==> config.mk <==
export PLATFORM = sky130hd
export DESIGN_NAME = issue_hazard_ctrl
export DESIGN_NICKNAME = d
export VERILOG_FILES = /design/src/rtl/issue_hazard_ctrl.sv
export SDC_FILE = /design/constraint.sdc
export NUM_CORES = 1
export LEC_CHECK = 0
export ABC_AREA = 0
export BUFFER_PORTS_ARGS = -buffer_cell sky130_fd_sc_hd__clkbuf_2
export CORE_MARGIN = 2
export CORE_UTILIZATION = 48
export CTS_CLUSTER_DIAMETER = 80
export CTS_CLUSTER_SIZE = 30
export DETAILED_ROUTE_END_ITERATION = 8
export HOLD_SLACK_MARGIN = 0.08
export MAX_ROUTING_LAYER = met4
export PLACE_DENSITY_LB_ADDON = 0.05
export SKIP_LAST_GASP = 1
export SYNTH_ARGS = -nofsm -noshare
export SYNTH_HDL_FRONTEND = slang
export SYNTH_SLANG_ARGS = --single-unit
==> constraint.sdc <==
create_clock -name CLK -period 2.9 [get_ports CLK]
set_clock_uncertainty 0.05 [all_clocks]
set_input_delay 0.29 -clock CLK [delete_from_list [all_inputs] [get_ports CLK]]
set_output_delay 0.29 -clock CLK [all_outputs]
set_load 0.05 [all_outputs]
==> src/rtl/issue_hazard_ctrl.sv <==
// Issue-stage hazard controller: load/mul-div scoreboard, decode stall and mul/div sequencing.
// Optional stall-cycle counter is built when HAZARD_STALL_STATS_EN is defined.
module issue_hazard_ctrl #(
  parameter int unsigned LOAD_LAT = 2,
  parameter int unsigned STAT_W   = 32
) (
  input  logic              CLK,
  input  logic              RSTN,
  input  logic              DEC_VALID,
  input  logic [4:0]        DEC_RS1,
  input  logic [4:0]        DEC_RS2,
  input  logic [4:0]        DEC_RD,
  input  logic              DEC_WRITES_RD,
  input  logic              DEC_IS_LOAD,
  input  logic              DEC_IS_MULDIV,
  input  logic              FLUSH,
  input  logic              MD_DONE,
  output logic              STALL,
  output logic              ISSUE,
  output logic              MD_START,
  output logic              MD_BUSY,
  output logic [31:0]       BUSY_MASK,
  output logic [STAT_W-1:0] STALL_CYCLES
);

  // With LOAD_LAT=1 one dummy stage exists but is never written valid.
  localparam int unsigned NStg = (LOAD_LAT > 1) ? LOAD_LAT - 1 : 1;

  typedef enum logic [0:0] {StIdle, StBusy} md_state_e;

  md_state_e       state_q, state_d;
  logic [4:0]      md_rd_q, md_rd_d;
  logic [NStg-1:0] ld_vld_q;
  logic [4:0]      ld_rd_q [NStg];
  logic [31:0]     ld_mask, md_mask, pend_mask;
  logic            hazard, ld_new;

  always_comb begin
    ld_mask = '0;
    for (int i = 0; i < NStg; i++) begin
      if (ld_vld_q[i]) ld_mask[ld_rd_q[i]] = 1'b1;
    end
    md_mask = '0;
    if (state_q == StBusy) md_mask[md_rd_q] = 1'b1;
  end

  // MD_DONE bypasses the mul/div entry for hazard purposes only.
  assign pend_mask = (ld_mask | (MD_DONE ? 32'd0 : md_mask)) & ~32'd1;
  assign BUSY_MASK = (ld_mask | md_mask) & ~32'd1;

  assign hazard = pend_mask[DEC_RS1] | pend_mask[DEC_RS2]
                | (DEC_WRITES_RD & pend_mask[DEC_RD])
                | (DEC_IS_MULDIV & (state_q == StBusy) & ~MD_DONE);

  always_comb begin
    STALL    = DEC_VALID & hazard & ~FLUSH;
    ISSUE    = DEC_VALID & ~hazard & ~FLUSH;
    MD_START = ISSUE & DEC_IS_MULDIV;
    MD_BUSY  = (state_q == StBusy);
  end

  always_comb begin
    state_d = state_q;
    md_rd_d = md_rd_q;
    unique case (state_q)
      StIdle: if (MD_START) state_d = StBusy;
      StBusy: if (MD_DONE) state_d = MD_START ? StBusy : StIdle;
      default: state_d = StIdle;
    endcase
    if (MD_START) md_rd_d = DEC_WRITES_RD ? DEC_RD : 5'd0;
  end

  always_ff @(posedge CLK) begin
    if (!RSTN) begin
      state_q <= StIdle;
      md_rd_q <= '0;
    end else begin
      state_q <= state_d;
      md_rd_q <= md_rd_d;
    end
  end

  assign ld_new = (LOAD_LAT > 1) && ISSUE && DEC_IS_LOAD && DEC_WRITES_RD && (DEC_RD != 5'd0);

  // Load pipe shifts every cycle, independent of STALL.
  always_ff @(posedge CLK) begin
    if (!RSTN) begin
      ld_vld_q <= '0;
      for (int i = 0; i < NStg; i++) ld_rd_q[i] <= '0;
    end else begin
      ld_vld_q[0] <= ld_new;
      ld_rd_q[0]  <= DEC_RD;
      for (int i = 1; i < NStg; i++) begin
        ld_vld_q[i] <= ld_vld_q[i-1];
        ld_rd_q[i]  <= ld_rd_q[i-1];
      end
    end
  end

`ifdef HAZARD_STALL_STATS_EN
  logic [STAT_W-1:0] stall_cnt_q;

  always_ff @(posedge CLK) begin
    if (!RSTN) begin
      stall_cnt_q <= '0;
    end else if (STALL && !(&stall_cnt_q)) begin
      stall_cnt_q <= stall_cnt_q + STAT_W'(1);
    end
  end

  assign STALL_CYCLES = stall_cnt_q;
`else
  assign STALL_CYCLES = '0;
`endif

endmodule

== Word level (Yosys, flattened, before mapping) ==
Memory sizes are Yosys's and may differ from the RTL's.
Cells that the tools add are included.
Word-level totals
  memories kept: 1
  input bits: 23
  output and inout bits: 68
  bits in writable memories: 5
  register bits after elaboration: 7
Memories
  ld_rd_q: depth 1, width 5, rd ports 1, clocked after Yosys merged registers in 0, write ports 1, RTL line 34  | logic [4:0] ld_rd_q [NStg];
Operators by class
  reduce and logical (&&, ||, !) cells: 7
  mux-type cells: 21
  order comparisons: 7
  bitwise operators: 17
Operators by type and width (count)
  32-bit 2-to-1 mux: 3
  32-bit OR: 2
  5-bit by 6-bit less-than comparator with 1-bit output (second input constant): 5
  1-bit binary-select mux with 5-bit select: 3
  1-bit demux with 5-bit select: 2
  5-bit by 1-bit >= comparator with 1-bit output (second input constant): 2
  1-bit 2-to-1 mux: 10
  5-bit 2-to-1 mux: 2
  1-bit bitwise AND: 8
  1-bit logical AND: 5
  5-bit nonzero test: 1
  5-bit OR reduction: 1
  1-bit NOT: 4
  1-bit OR: 3
  1-bit case mux with 2 select lines: 1

== Logic depth before layout (Yosys ltp) ==
Gate-level depths: netlist of run 1.
  depth in word-level cells: 19
  mapped depth: 10

== Worst setup path before layout of run 1 ==
No wires, ideal clock.
  kind: flip-flop to output port
  from: register state_q (netlist: MD_BUSY)
  to: output port STALL
  path slack: -1.272 ns
  data required time: 2.560 ns
  arrival: 3.832 ns
  buffers on the path: 1
  cell stages (with the launch flop): 10
  cells stage by stage: dfxtp_1 > clkbuf_1 > nor3b_1 > a32oi_1 > mux4_2 > or3_1 > o2111ai_1 > or4_4 > nor3_1 > nor3b_1
Between the ends
  longest elaborated chain between the ends: 10
RTL lines
  start: declaration: RTL line 31  | md_state_e state_q, state_d;
  start signal: assignment: RTL line 75  | state_q <= StIdle;
  start signal: assignment: RTL line 78  | state_q <= state_d;
  32-bit 2-to-1 mux: RTL line 44  | if (state_q == StBusy) md_mask[md_rd_q] = 1'b1;
  32-bit 2-to-1 mux: RTL line 48  | assign pend_mask = (ld_mask | (MD_DONE ? 32'd0 : md_mask)) & ~32'd1;
  32-bit OR: RTL line 48
  1-bit binary-select mux with 5-bit select (on tied branches): RTL line 51, 52
  1-bit 2-to-1 mux (on tied branches): RTL line 51, 52
  1-bit OR / 1-bit bitwise AND (equally long branches): RTL line 51, 52
  1-bit OR: RTL line 52  | | (DEC_WRITES_RD & pend_mask[DEC_RD])
  1-bit OR (*): RTL line 53  | | (DEC_IS_MULDIV & (state_q == StBusy) & ~MD_DONE);
  1-bit bitwise AND (*) (2 in a row): RTL line 56  | STALL = DEC_VALID & hazard & ~FLUSH;
  end: declaration: RTL line 18  | output logic STALL,
Mark *: on every way between the ends. The rest lies on a longest branch, timed or not. The select of a mux whose other input is x is not followed.

== Final worst setup path of run 1 ==
  from: register ld_vld_q
  to: output port MD_START
Between the ends
  longest elaborated chain between the ends: 11
RTL lines
  start: declaration: RTL line 33  | logic [NStg-1:0] ld_vld_q;
  start signal: indexed assignment: RTL line 94  | ld_vld_q[i] <= ld_vld_q[i-1];
  32-bit 2-to-1 mux (*): RTL line 41  | if (ld_vld_q[i]) ld_mask[ld_rd_q[i]] = 1'b1;
  32-bit OR (*): RTL line 48
  1-bit binary-select mux with 5-bit select (on tied branches): RTL line 51, 52
  1-bit 2-to-1 mux (on tied branches): RTL line 51, 52
  1-bit OR / 1-bit bitwise AND (equally long branches): RTL line 51, 52
  1-bit OR (*): RTL line 52
  1-bit OR (*): RTL line 53
  1-bit NOT (*): RTL line 57  | ISSUE = DEC_VALID & ~hazard & ~FLUSH;
  1-bit bitwise AND (*) (2 in a row): RTL line 57
  1-bit bitwise AND (*): RTL line 58  | MD_START = ISSUE & DEC_IS_MULDIV;
  end: declaration: RTL line 20  | output logic MD_START,
Marked as above.

==> impl_metrics.tcl, run 1 <==
set metrics [dict create \
    overflow 0 \
    crit_arrival_ps 2920 \
    start_util_pct 50.5 \
    yosys-top-cells-area "buf_4 8.8%, dfxtp_1 8.5%, nand2_1 7.5%" \
    insertion_delay_ps 240 \
    synth_ff_type "dfxtp_1" \
    postRouteAntennaNets 0 \
    cpMaxStageDelayCell "or4_4" \
    fillers 438 \
    io_pins 91 \
    wl_per_cell_um 18.3 \
    multi_input_area_um2 2480 \
    power.leakage_nw 1.86 \
    layout-drive-gt1-share_pct 48.6 \
    vdd_drop_max_mv 0.333 \
    firstDrtPassIters 5 \
    min_path_type "input pin to flip-flop" \
    internal-power_mw 0.414 \
    synth_top_cell_by_area "buf_4" \
    setup_slack_ps -359 \
    tns_ps -1540 \
    die_h_um 80.6 \
    synth_common_cells "56 x nand2_1, 33 x buf_4, 31 x clkbuf_1, 31 x o21ai_0, 20 x a22oi_1" \
    finalCriticalPeriod_ps 3260 \
    status "finished, violations left" \
    worst-path-buf-inv 4 \
    core_um2 5570 \
    criticalPathCategory "flip-flop to primary output" \
    sequentialPowerShare_pct 24.1 \
    cts_inserted_buffers 3 \
    vias 3865 \
    synth_warnings 0 \
    cp.required_ps 2560 \
    drtIter0Drc 452 \
    sw_frac_of_total_pct 43.8 \
    route.detailed.drc 0 \
    hpwl_um 8740 \
    grt_usage_pct 35.7 \
    fin_crit_sh_pct 112 \
    antenna_found_initial 0 \
    violations "setup timing" \
    total_power_mw 0.737 \
    final_cell_area_um2 4300 \
    ys_ff_latch 12 \
    setup_viol 9 \
    rows 27 \
    cts_tree "done" \
    io_buffers 57 \
    synth.top_cell.area_share_pct 8.81 \
    powerDensity_nw_per_um2 171 \
    crit_path_frequent_cell "buf_4" \
    crit_family "simple AND/OR/NAND/NOR gates" \
    fmax_ghz 0.307 \
    drt-vias-per-instance 6.15 \
    slew_violations 0 \
    diodes 0 \
    holdBufCountCts 0 \
    path_clk_slew_ps 50 \
    place_congestion 1.04 \
    yosysMostFrequentCell "nand2_1" \
    critPathCaptureType "primary output" \
    syn_to_final_growth_pct 53.0 \
    fin_hold_ws_ps 367 \
    crit_fanout 7 \
    fp.dieW_um 80.6 \
    start_kind "flip-flop" \
    grt_max_degree 18 \
    clockRootBuffer "clkbuf_8" \
    synth_edf_count 0 \
    hold_viol 0 \
    synth-seq-area-share_pct 8.54 \
    wirelength_um 11500 \
    cap_violations 0 \
    fin_util_pct 77.2 \
    dieArea_um2 6490 \
    p_clk_share_pct 21.0 \
    netlist_instances 401 \
    max_stage_delay_ps 530 \
    dpl-instance-area_um2 3910 \
    seqCellArea_um2 273 \
    cts_sinks 12 \
    syn_area_um2 2810 \
    crit_path_cell_trace "nor4bb_2 > buf_4 > a22oi_1 > buf_4 > o32ai_1 > nor3_1 > o2111ai_1 > or4_4 > buf_6 > nor4_4 > clkbuf_8" \
    p_sw_mw 0.323 \
    clk_path_buf_depth 2 \
    grt_pass1_wl_um 17600 \
    cts_max_level 1 \
    postSynthAreaPerCell_um2 7.01 \
    combPwrFrac_pct 54.9 \
    synth_async_sr_flop_share_pct 0 \
    synth_cell_types 65 \
    rsz0062_at_grt "yes" \
    grt_pass1_vias 3498 \
    finalNetCount 580 \
]
## power by group through the flow
| stage | combinational [mW] | clock [mW] | sequential, mW |
|---|---|---|---|
| after floorplan | 0.272 | 0 | 0.179 |
| after global placement | 0.364 | 0 | 0.181 |
| after detailed placement | 0.369 | 0 | 0.182 |
| after CTS | 0.390 | 0.153 | 0.179 |
| after global routing | 0.427 | 0.167 | 0.179 |
| final | 0.405 | 0.155 | 0.178 |
## repair_timing
| item | in CTS | in global routing |
|---|---|---|
| cloned | 0 | 0 |
| setup endpoints to repair | 10 | 9 |
| buffers inserted | 5 | 1 |
| pin swaps | 17 | 2 |
| gates resized for setup | 59 | 16 |
## worst register-to-register path, stage by stage (launching register included)
cell	delay, ps
dfxtp_4	350
nor4bb_2	160
buf_4	150
a22oi_1	290
buf_4	160
o32ai_1	50
nor3_1	210
o2111ai_1	160
or4_4	530
buf_6	140
nor4_4	230
buf_4	220
mux2i_1	220
## layer usage
layer  GRT usage, %  wire [um]
met2           57.3       5420
met4           7.29        202
met5              -          0
met1           48.3       4810
met3           4.38       1040
## final timing paths
check	startpoint	to	slack, ps	cells past startpoint
worst max register to register	ld_vld_q	md_rd_q[0]	-120	12
worst max-delay path	ld_vld_q	MD_START	-360	11
worst min register to register	md_rd_q[3]	md_rd_q[3]	490	2
worst min-delay path	DEC_RD[3]	ld_rd_q[0][3]	370	3
## cells by family after synthesis
group                  count (synthesis)  synth area share [%]
AOI/OAI and AO/OA                    114                  29.0
buffers and inverters                 82                  16.2
DFF                                   12                  8.54
muxes                                 22                  10.8
other                                  1                 0.133
and+or+nand+nor                      170                  35.3
## stage by stage
step | instances | setup slack [ps]
after floorplan | 433 | -281
after global placement | 618 | -439
after detailed placement | 618 | -494
after CTS | 627 | -348
after global routing | 628 | -477
final | 628 | -359
## sequential cells by signal, indices dropped and copies added, names as in the netlist
signal / count
MD_BUSY: 1
ld_rd_q: 5
ld_vld_q: 1
md_rd_q: 5
## layout make-up
| type | instances | share of cell area, % |
|---|---|---|
| timing repair buffer | 194 | 32.4 |
| multi-input combinational | 339 | 57.5 |
| clock buffer | 4 | 1.05 |
| sequential | 12 | 6.34 |
| inverter | 7 | 0.611 |
| tap | 72 | 2.09 |
## placed cells by master, fill, tap and decap left out, types with 6 or more instances in the layout
| cell type | n |
|---|---|
| nand3_1 | 12 |
| o22ai_1 | 6 |
| nor2b_1 | 6 |
| and2_1 | 7 |
| a221oi_1 | 7 |
| o21ai_0 | 30 |
| mux4_2 | 6 |
| a21oi_1 | 6 |
| clkbuf_2 | 54 |
| nand2b_1 | 10 |
| conb_1 | 33 |
| nand3b_1 | 6 |
| nand2_1 | 56 |
| buf_4 | 131 |
| a22oi_2 | 6 |
| dfxtp_4 | 7 |
| a22oi_1 | 14 |
| mux2i_1 | 10 |
| nor2_1 | 12 |
Note: power is estimated with default switching activity, not from simulation.
==> run 2: changes to the inputs <==
PLACE_DENSITY_LB_ADDON = 0.12   (was 0.05)
==> run 2 against run 1 <==
The flow still finishes with violations (setup timing). Via count increased by 2.9%. Final area increased by 3.2%. Power increased by 4.7%. Global-route usage decreased by 0.20 points. Die area unchanged. First-iteration DRC count increased by 40%. Worst setup slack got worse by 97 ps. Highest routed layer unchanged.
==> impl_metrics.tcl, run 2 (synthesized netlist as in run 1, its figures left out) <==
set metrics [dict create \
    start_kind "flip-flop" \
    vdd_drop_max_mv 0.353 \
    setup_viol 9 \
    fin_hold_ws_ps 366 \
    crit_fanout 7 \
    max_slew_margin_pct 55.9 \
    grt_max_degree 18 \
    grt_pass1_wl_um 17500 \
    fin_crit_sh_pct 116 \
    grt_usage_pct 35.5 \
    cts_inserted_buffers 3 \
    clockRootBuffer "clkbuf_8" \
    rows 27 \
    wirelength_um 12000 \
    setup_slack_ps -455 \
    diodes 0 \
    cp.required_ps 2560 \
    insertion_delay_ps 240 \
    finalCriticalPeriod_ps 3360 \
    total_power_mw 0.771 \
    layout-drive-gt1-share_pct 51.1 \
    final_cells 634 \
    firstDrtPassIters 6 \
    top_usage_layer "met2" \
    mostFrequentLayoutCell "buf_4" \
    wl_per_cell_um 19.0 \
    drtIter0Drc 635 \
    crit_arrival_ps 3020 \
    io_buffers 57 \
    cap_violations 0 \
    route.detailed.drc 0 \
    violations "setup timing" \
    vias 3979 \
    clk_path_buf_depth 2 \
    use_met1_pct 47.0 \
    fmax_ghz 0.298 \
    syn_to_final_growth_pct 57.9 \
    critPathCaptureType "primary output" \
    core_um2 5570 \
    rsz0062_at_grt "yes" \
    cts_tree "done" \
    powerDensity_nw_per_um2 174 \
    place_congestion 1.03 \
    postRouteAntennaNets 0 \
    min_path_type "input pin to flip-flop" \
    drt-vias-per-instance 6.28 \
    fillers 427 \
    dpl-instance-area_um2 3850 \
    largest_registers "ld_rd_q x5, md_rd_q x5" \
    status "finished, violations left" \
    finalNetCount 586 \
    fin_util_pct 79.7 \
    power.leakage_nw 1.91 \
    grt_use_met2_pct 56.1 \
    multi_input_area_um2 2550 \
    slew_violations 0 \
    io_pins 91 \
    seqCellArea_um2 279 \
    overflow 0 \
    cts_max_level 1 \
    hold_viol 0 \
    antenna_found_initial 0 \
    fp.dieW_um 80.6 \
    path_clk_slew_ps 50 \
    hpwl_um 8740 \
    post-place-cells 614 \
    start_util_pct 50.5 \
    final_cell_area_um2 4440 \
    worst_pin_slew_ps 652 \
    die_h_um 80.6 \
    cts_sinks 12 \
    mostFrequentLayoutCells "131 x buf_4, 55 x clkbuf_2, 54 x nand2_1" \
    grt_use_met3_pct 6.07 \
    grt_pass1_vias 3509 \
    dieArea_um2 6490 \
    criticalPathCategory "flip-flop to primary output" \
]
run 2: changes by cell type in the layout (fill, tap and decap cells not counted), sizes merged:
cell | previous run | this run
buf | 138 | 142
clkbuf | 60 | 62
run 2: path summary, 6_finish.rpt:
check	start	end	slack, ps	cells past startpoint
setup / recovery	ld_rd_q[0][1]	ISSUE	-460	11
hold reg to reg	md_rd_q[1]	md_rd_q[1]	500	2
setup reg to reg	ld_vld_q	md_rd_q[3]	-180	13
hold / removal	DEC_RD[4]	ld_rd_q[0][4]	370	3
run 2: final cells by class:
type | count | area share (%)
Tap cell | 72 | 2.03
Clock buffer | 4 | 1.24
Timing Repair Buffer | 200 | 32.3
Sequential cell | 12 | 6.28
Inverter | 7 | 0.592
Multi-Input combinational cell | 339 | 57.5
run 2: timing repair:
action / CTS / global route
resized for setup: 46 / 51
setup endpoints to repair: 10 / 10
pin swaps: 15 / 20
gates cloned: 0 / 0
hold buffers: 0 / 0
buffers inserted: 6 / 13
run 2: stage by stage:
| step | setup WS (ps) | TNS [ps] |
|---|---|---|
| after global placement | -452 | -1700 |
| final | -455 | -2070 |
| after floorplan | -281 | -2450 |
| after CTS | -366 | -1270 |
| after detailed placement | -476 | -2360 |
| after global routing | -567 | -2740 |
run 2: worst max-delay path, stage by stage (launching register included):
cell and delay, ps:
dfxtp_4 370, nor2_1 290, buf_4 200, a32oi_2 80, buf_4 170, mux2_2 270, a221o_1 360, o32ai_2 380
a31o_4 210, nor3_4 70, and3b_2 220, clkbuf_16 170
run 2: layer usage:
| metal | vias up | part of all wire [%] |
|---|---|---|
| met4 | 0 | 3.6 |
| met5 | - | 0 |
| li1 | 1774 | - |
| met2 | 310 | 46 |
| met1 | 1842 | 39 |
| met3 | 53 | 11 |
run 2: report_power, final:
part / switching (mW) / internal, mW / total (mW) / leakage, nW
clock network: 0.0593 / 0.120 / 0.179 / 0.0288
registers: 0.0115 / 0.165 / 0.177 / 0.106
logic: 0.262 / 0.154 / 0.416 / 1.77
total: 0.333 / 0.439 / 0.771 / 1.91
